==> src/rtl/key_conditioner.sv <==
// Pushbutton conditioner: per-key 2-flop synchroniser, debounce, press/release pulses
// and an auto-repeat step generator used to single-step the pipeline from a held key.
module key_conditioner #(
  parameter int NUM_KEYS        = 4,
  parameter int ACTIVE_LOW      = 1,
  parameter int DEBOUNCE_CYCLES = 500000,
  parameter int REPEAT_DELAY    = 25000000,
  parameter int REPEAT_RATE     = 5000000
) (
  input  logic                clock,
  input  logic                reset,
  input  logic [NUM_KEYS-1:0] key_raw,
  input  logic [NUM_KEYS-1:0] repeat_en,
  output logic [NUM_KEYS-1:0] level,
  output logic [NUM_KEYS-1:0] press_pulse,
  output logic [NUM_KEYS-1:0] release_pulse,
  output logic [NUM_KEYS-1:0] step
);

  localparam int DW   = $clog2(DEBOUNCE_CYCLES);
  localparam int RMAX = (REPEAT_DELAY > REPEAT_RATE) ? REPEAT_DELAY : REPEAT_RATE;
  localparam int RW   = $clog2(RMAX) + 1;

  localparam logic [DW-1:0] DTERM      = DW'(DEBOUNCE_CYCLES - 1);
  localparam logic [RW-1:0] DELAY_TERM = RW'(REPEAT_DELAY - 1);
  localparam logic [RW-1:0] RATE_TERM  = RW'(REPEAT_RATE - 1);
  localparam logic [NUM_KEYS-1:0] RELEASED =
    (ACTIVE_LOW != 0) ? {NUM_KEYS{1'b1}} : {NUM_KEYS{1'b0}};

  typedef enum logic [1:0] {IDLE, HELD, DELAY, REPEAT} rstate_e;

  logic [NUM_KEYS-1:0] sync1_q, sync1_d, sync2_q, sync2_d;
  logic [NUM_KEYS-1:0] level_q, level_d, press_q, press_d;
  logic [NUM_KEYS-1:0] release_q, release_d, step_q, step_d;
  logic [NUM_KEYS-1:0] ren_q, ren_d;
  logic [DW-1:0]       dcnt_q  [NUM_KEYS];
  logic [DW-1:0]       dcnt_d  [NUM_KEYS];
  logic [RW-1:0]       rcnt_q  [NUM_KEYS];
  logic [RW-1:0]       rcnt_d  [NUM_KEYS];
  rstate_e             state_q [NUM_KEYS];
  rstate_e             state_d [NUM_KEYS];
  logic [NUM_KEYS-1:0] pressed_s;
  logic [NUM_KEYS-1:0] toggle_s;

  // XOR with the released pattern normalises polarity so 1 always means pressed.
  assign pressed_s = sync2_q ^ RELEASED;

  always_comb begin
    sync1_d   = key_raw;
    sync2_d   = sync1_q;
    ren_d     = repeat_en;
    level_d   = level_q;
    press_d   = '0;
    release_d = '0;
    step_d    = '0;
    toggle_s  = '0;
    for (int k = 0; k < NUM_KEYS; k++) begin
      dcnt_d[k]  = '0;
      rcnt_d[k]  = rcnt_q[k];
      state_d[k] = state_q[k];

      if (pressed_s[k] != level_q[k]) begin
        if (dcnt_q[k] == DTERM) begin
          toggle_s[k] = 1'b1;
          level_d[k]  = ~level_q[k];
        end else begin
          dcnt_d[k] = dcnt_q[k] + DW'(1);
        end
      end else begin
        dcnt_d[k] = '0;
      end
      press_d[k]   = toggle_s[k] & ~level_q[k];
      release_d[k] = toggle_s[k] &  level_q[k];

      case (state_q[k])
        IDLE: begin
          if (press_d[k]) begin
            step_d[k]  = 1'b1;
            rcnt_d[k]  = '0;
            state_d[k] = repeat_en[k] ? DELAY : HELD;
          end else begin
            rcnt_d[k] = '0;
          end
        end
        HELD: begin
          if (release_d[k]) begin
            state_d[k] = IDLE;
            rcnt_d[k]  = '0;
          end else if (repeat_en[k] && !ren_q[k]) begin
            // The rising cycle itself counts as delay cycle zero.
            if (DELAY_TERM == '0) begin
              step_d[k]  = 1'b1;
              rcnt_d[k]  = '0;
              state_d[k] = REPEAT;
            end else begin
              rcnt_d[k]  = RW'(1);
              state_d[k] = DELAY;
            end
          end else begin
            rcnt_d[k] = '0;
          end
        end
        DELAY, REPEAT: begin
          if (release_d[k]) begin
            state_d[k] = IDLE;
            rcnt_d[k]  = '0;
          end else if (!repeat_en[k]) begin
            state_d[k] = HELD;
            rcnt_d[k]  = '0;
          end else if (rcnt_q[k] == ((state_q[k] == DELAY) ? DELAY_TERM : RATE_TERM)) begin
            step_d[k]  = 1'b1;
            rcnt_d[k]  = '0;
            state_d[k] = REPEAT;
          end else if (rcnt_q[k] != '1) begin
            rcnt_d[k] = rcnt_q[k] + RW'(1);
          end else begin
            rcnt_d[k] = rcnt_q[k];
          end
        end
        default: begin
          state_d[k] = IDLE;
          rcnt_d[k]  = '0;
        end
      endcase
    end
  end

  // State register; synchronisers reload the released value so held keys re-qualify.
  always_ff @(posedge clock) begin
    if (reset) begin
      sync1_q   <= RELEASED;
      sync2_q   <= RELEASED;
      level_q   <= '0;
      press_q   <= '0;
      release_q <= '0;
      step_q    <= '0;
      ren_q     <= '0;
      for (int k = 0; k < NUM_KEYS; k++) begin
        dcnt_q[k]  <= '0;
        rcnt_q[k]  <= '0;
        state_q[k] <= IDLE;
      end
    end else begin
      sync1_q   <= sync1_d;
      sync2_q   <= sync2_d;
      level_q   <= level_d;
      press_q   <= press_d;
      release_q <= release_d;
      step_q    <= step_d;
      ren_q     <= ren_d;
      for (int k = 0; k < NUM_KEYS; k++) begin
        dcnt_q[k]  <= dcnt_d[k];
        rcnt_q[k]  <= rcnt_d[k];
        state_q[k] <= state_d[k];
      end
    end
  end

  assign level         = level_q;
  assign press_pulse   = press_q;
  assign release_pulse = release_q;
  assign step          = step_q;

endmodule

==> config.mk <==
export PLATFORM = sky130hd
export DESIGN_NAME = key_conditioner
export DESIGN_NICKNAME = d
export VERILOG_FILES = /design/src/rtl/key_conditioner.sv
export SDC_FILE = /design/constraint.sdc
export NUM_CORES = 1
export LEC_CHECK = 0
export CAP_MARGIN = 20
export CORE_ASPECT_RATIO = 0.8
export CORE_MARGIN = 5
export CORE_UTILIZATION = 65
export CTS_CLUSTER_SIZE = 40
export DETAILED_ROUTE_END_ITERATION = 16
export PLACE_DENSITY = 0.85
export SETUP_SLACK_MARGIN = 0.05
export SLEW_MARGIN = 5
export SYNTH_ARGS = -nofsm -noshare
export SYNTH_HDL_FRONTEND = slang
export SYNTH_SLANG_ARGS = --single-unit
==> constraint.sdc <==
create_clock -name clock -period 3.7 [get_ports clock]
set_input_delay 0.37 -clock clock [delete_from_list [all_inputs] [get_ports clock]]
set_output_delay 0.37 -clock clock [all_outputs]
set_load 0.01 [all_outputs]
### Yosys cells after proc, flatten, opt, wreduce, memory -nomap -nowiden

Memory sizes are Yosys's and may differ from the RTL's.
Cells that the tools add are included.

* register bits after elaboration: 28
* bits in writable memories: 188
* input port bits: 10
* output and inout bits: 16
* logic and storage cells: 209
* memories: 3

* $add $sub $neg: 8
* eq/ne operators: 28
* multiplexer cells: 115
* bitwise gates (word level): 25
* reduce and logical (&&, ||, !) cells: 20

Memory list
* rcnt_q: depth 4, bits a word 26, read ports 4, clocked after memory_dff 0, wr ports 4, RTL line 38 `logic [RW-1:0] rcnt_q [NUM_KEYS];`
* dcnt_q: depth 4, bits a word 19, read ports 4, clocked after memory_dff 0, wr ports 4, RTL line 36 `logic [DW-1:0] dcnt_q [NUM_KEYS];`
* state_q: depth 4, bits a word 2, read ports 4, clocked after memory_dff 0, wr ports 4, RTL line 40 `rstate_e state_q [NUM_KEYS];`

Operators with widths (count)
* $mux 26: 20
* $pmux 26 s3: 4
* $mux 19: 12
* $add 26x1->26 const B: 4
* $eq 26x25->1: 4
* $ne 26x26->1 const B: 4
* $mux 25: 4
* $add 19x1->19 const B: 4
* $eq 19x19->1 const B: 4
* $mux 2: 32
* $mux 1: 35
* $pmux 2 s3: 4
* $eq 2x2->1 const B: 8
* $or 1x1->1: 12
* $and 1x1->1: 8
* $eq 2x1->1 const B: 4
* $logic_not 2->1: 4
* $pmux 1 s2: 4
* $reduce_and 2->1: 4
* $reduce_or 2->1: 4
* $logic_and 1x1->1: 4
* $logic_not 1->1: 4
* $ne 1x1->1: 4
* $not 1->1: 4
* $not 4->4: 1

### Depth between registers and ports, before layout

An unclocked memory read counts as a cell.

* depth after elaboration: 9
* mapped depth: 9
* gate-level depth less buffers: 7

### Least setup slack after synthesis

Ideal clock, no wire load.

* kind: flip-flop to flip-flop
* start: memory rcnt_q[0][6] (netlist bit)
* end: memory rcnt_q[0][22] (netlist bit)
* setup time: 70 ps
* arrival time: 2427 ps
* path slack: 1204 ps
* cell stages (with the launch flop): 8
* clock period less this slack: 2496 ps
* path through: dfxtp_1 > or4b_1 > or4_4 > a2111oi_4 > nor4_2 > buf_6 > or4_1 > a21oi_1

RTL lines (RTL line)
* start, declared: 38

==> results.md <==
* Status: complete, no violations
* Worst skew pair latency at around 500 ps
* Rel. slew slack at 0.342
* Post-Route Setup TNS at 0 ps
* Slew at the pin with the worst max-slew slack at 978 ps
* Via-per-instance ratio at 6.08
* Clk sinks at roughly 220
* GPL Wtd Cong at about 0.93
* Worst-path clk slew at 60 ps
* Initial antenna violation count at 0
* Cell Area, Synth at between 0.01 and 0.015 mm²
* Clk_skew at roughly 11 ps
* Final instance area at 0.0113 mm²
* Main synth FF type: dfxtp_1
* Port bufs at 25
* Power per cell area at around 410 mW/mm²
* Drt pass-1 iters at 5
* CTS Buffer Depth at 3
* TritonCTS clock tree: built
* Final setup vio count at 0
* Post-CTS sizing at 0
* CP Capture Type: flop
* Total core area at roughly 0.015 mm²
* Ys async rst share at 0
* TritonCTS Buffers at 22
* Avg Cell Area, Syn at 8.41 µm²
* Fin. max-slew vios at 0
* Row count at 40
* Hold WC Path Type: input pin to flop
* DP HPWL at ~14 mm
* Area growth from synthesis to layout at 12.0%
* Hold Vio Cnt, Final at 0
* Synth cell types at 69
* DR WL met2 at 10.0 mm
* Die H at around 120 µm
* Area after detailed placement at between 0.01 and 0.015 mm²
* Post-Syn Nets at 1,218
* Pin count of the biggest net entering global routing at 44
* #FFs+latches synth at about 220
* EDFF count, synth at 0
* First-pass GRT wire length at 36.8 mm
* Gr ovfl total at 0
* Max layer used: met4
* Top cells by count, synth: 216 x dfxtp_1, 160 x nor2_1, 94 x nand2_1
* GRT Total Usage at 0.235
* Die X at 149 µm
* Pleak at ~0.0035 µW
* Final wirelength at roughly 22 mm
* Critical path startpoint category: flop
* I/O Pins at 26
* Warnings, synthesis at 0
* Mapped Cells at between 1,000 and 1,500
* Avg WL per Cell at around 15 µm
* Tmin final at slightly below 3000 ps
* ANT cells at 0
* Wire length on met3 at approximately 1.1 mm
* Fraction of layout instances using a drive strength above 1 at 0.0639
* Final nets at around 1,200
* Via count at about 9,000
* Arr. time, crit path at approximately 3300 ps
* Synth top area cells: dfxtp_1 43%, xor2_1 7.0%, nor2_1 5.9%
* Req. time, crit path at 4130 ps
* Cell taking the most area after synthesis: dfxtp_1
* Full die area at about 0.018 mm²
* H-Tree Depth at 1
* Starting Density at 0.668
* Top fanout value on the critical path at between 40 and 50
* Wl on met1 at 10.3 mm
* Peak Freq at between 0.3 and 0.4 GHz
* Antenna-violating nets left at 0
* Yosys top cell area share at 0.428
* Detailed Route Iter0 Violations at 743
* Most frequent cell after synthesis: dfxtp_1
* Max Cap Violations at 0
* DRC at 0
* Post-synthesis sequential area ratio at 0.428
* Post-CTS Setup Bufs at 0
* CTS root buf: clkbuf_16
* Vias in the first global route at just under 8,000
* Max rail drop VDD at about 0.30 mV
* CTS Hold Bufs at 0
* RSZ-0062 raised after global routing: no
* Flop-to-flop setup slack at approximately 800 ps
* Final Cycle Share at 0.780
* WS Path Type: flop to flop
[sequential cells by signal (all words and copies together) (netlist names)]
signal	flops
step	4
press_pulse	4
release_pulse	4
dcnt_q	76
sync1_q	4
rcnt_q	104
sync2_q	4
ren_q	4
state_q	8
level	4
[worst max-delay path, stage by stage, from the launching register on]
cell and delay (ps):
dfxtp_1 360, or4b_1 520, or4_4 500, a2111oi_4 430
nor4_4 80, buf_4 260, or4_1 500, a21oi_1 140
[area by class of cell]
cell class / instances / area (µm²)
clock buffers: 30 / 642
repair buffers: 40 / 355
clock inverters: 6 / 105
well taps: 210 / 263
multi-input cells: 917 / 5520
flip-flops and latches: 216 / 4320
inverters: 28 / 105
fillers: 1129 / 3800
[report_power, final]
part	internal [µW]	switching [µW]	total, µW	leakage, µW
registers	2330	5.02	2340	0.00174
logic	16.9	25.7	42.6	0.00139
clock network	1410	878	2290	0.000370
total	3760	908	4670	0.00350
[metrics by stage]
stage / util / setup WS, ps / std cells / total power, µW / hold slack, ps
floorplan: - / 1200 / 1200 / 2410 / 389
global placement: 0.699 / 924 / 1410 / 2430 / 394
detailed placement: 0.699 / 855 / 1410 / 2430 / 394
CTS: 0.748 / 824 / 1446 / 4710 / 290
global route: 0.748 / 638 / 1447 / 4800 / 319
finish: 0.748 / 812 / 1447 / 4670 / 290
[kinds of logic after synthesis]
family                   after synthesis  synth area share
adder cells (fa/ha/maj)                8           0.00992
XOR/XNOR                             103            0.0894
buffers and inverters                 67            0.0266
AO/OA/AOI/OAI                        198             0.126
flip-flops                           216             0.428
multiplexers                           7           0.00707
AND/OR/NAND/NOR                      601             0.313
[layer usage]
metal / vias up / track usage
met5: - / 0
met4: 0 / 0.0497
met3: 28 / 0.0422
met2: 245 / 0.387
met1: 4157 / 0.326
li1: 4367 / -
[worst paths after layout]
check / start / to / depth (start not counted)
worst max-delay path: rcnt_q[0][6] / rcnt_q[0][5] / 7
worst min-delay path: reset / rcnt_q[0][0] / 2
worst max register to register: rcnt_q[0][6] / rcnt_q[0][5] / 7
worst min register to register: sync1_q[3] / sync2_q[3] / 1
[cells in the final DEF, fill, tap and decap left out, types with 6 or more instances in the layout]
cell             Yosys  final
or3_1               44     44
mux2i_1              6      6
and3_1              30     30
and2_1               7      7
o21ai_0             45     45
clkbuf_16            0     23
o31ai_1             21     21
or2_2               17     17
nand3_1             75     75
nor2_1             160    160
or4_1               25     25
nand2_1             94     94
nor3_1              25     24
nor4_1              15     15
dfxtp_1            216    216
inv_1               28     28
a21oi_1             73     73
nand4_1             48     48
xor2_1              81     81
clkdlybuf4s50_1      0     24
xnor2_1             22     22
o211ai_1            16     16
ha_1                 8      8
buf_4                1     14
and4_1               8      8
nand2b_1            13     13
nor2b_1              7      7
nor4b_1              7      7
Power figures use the tool's default switching activity.
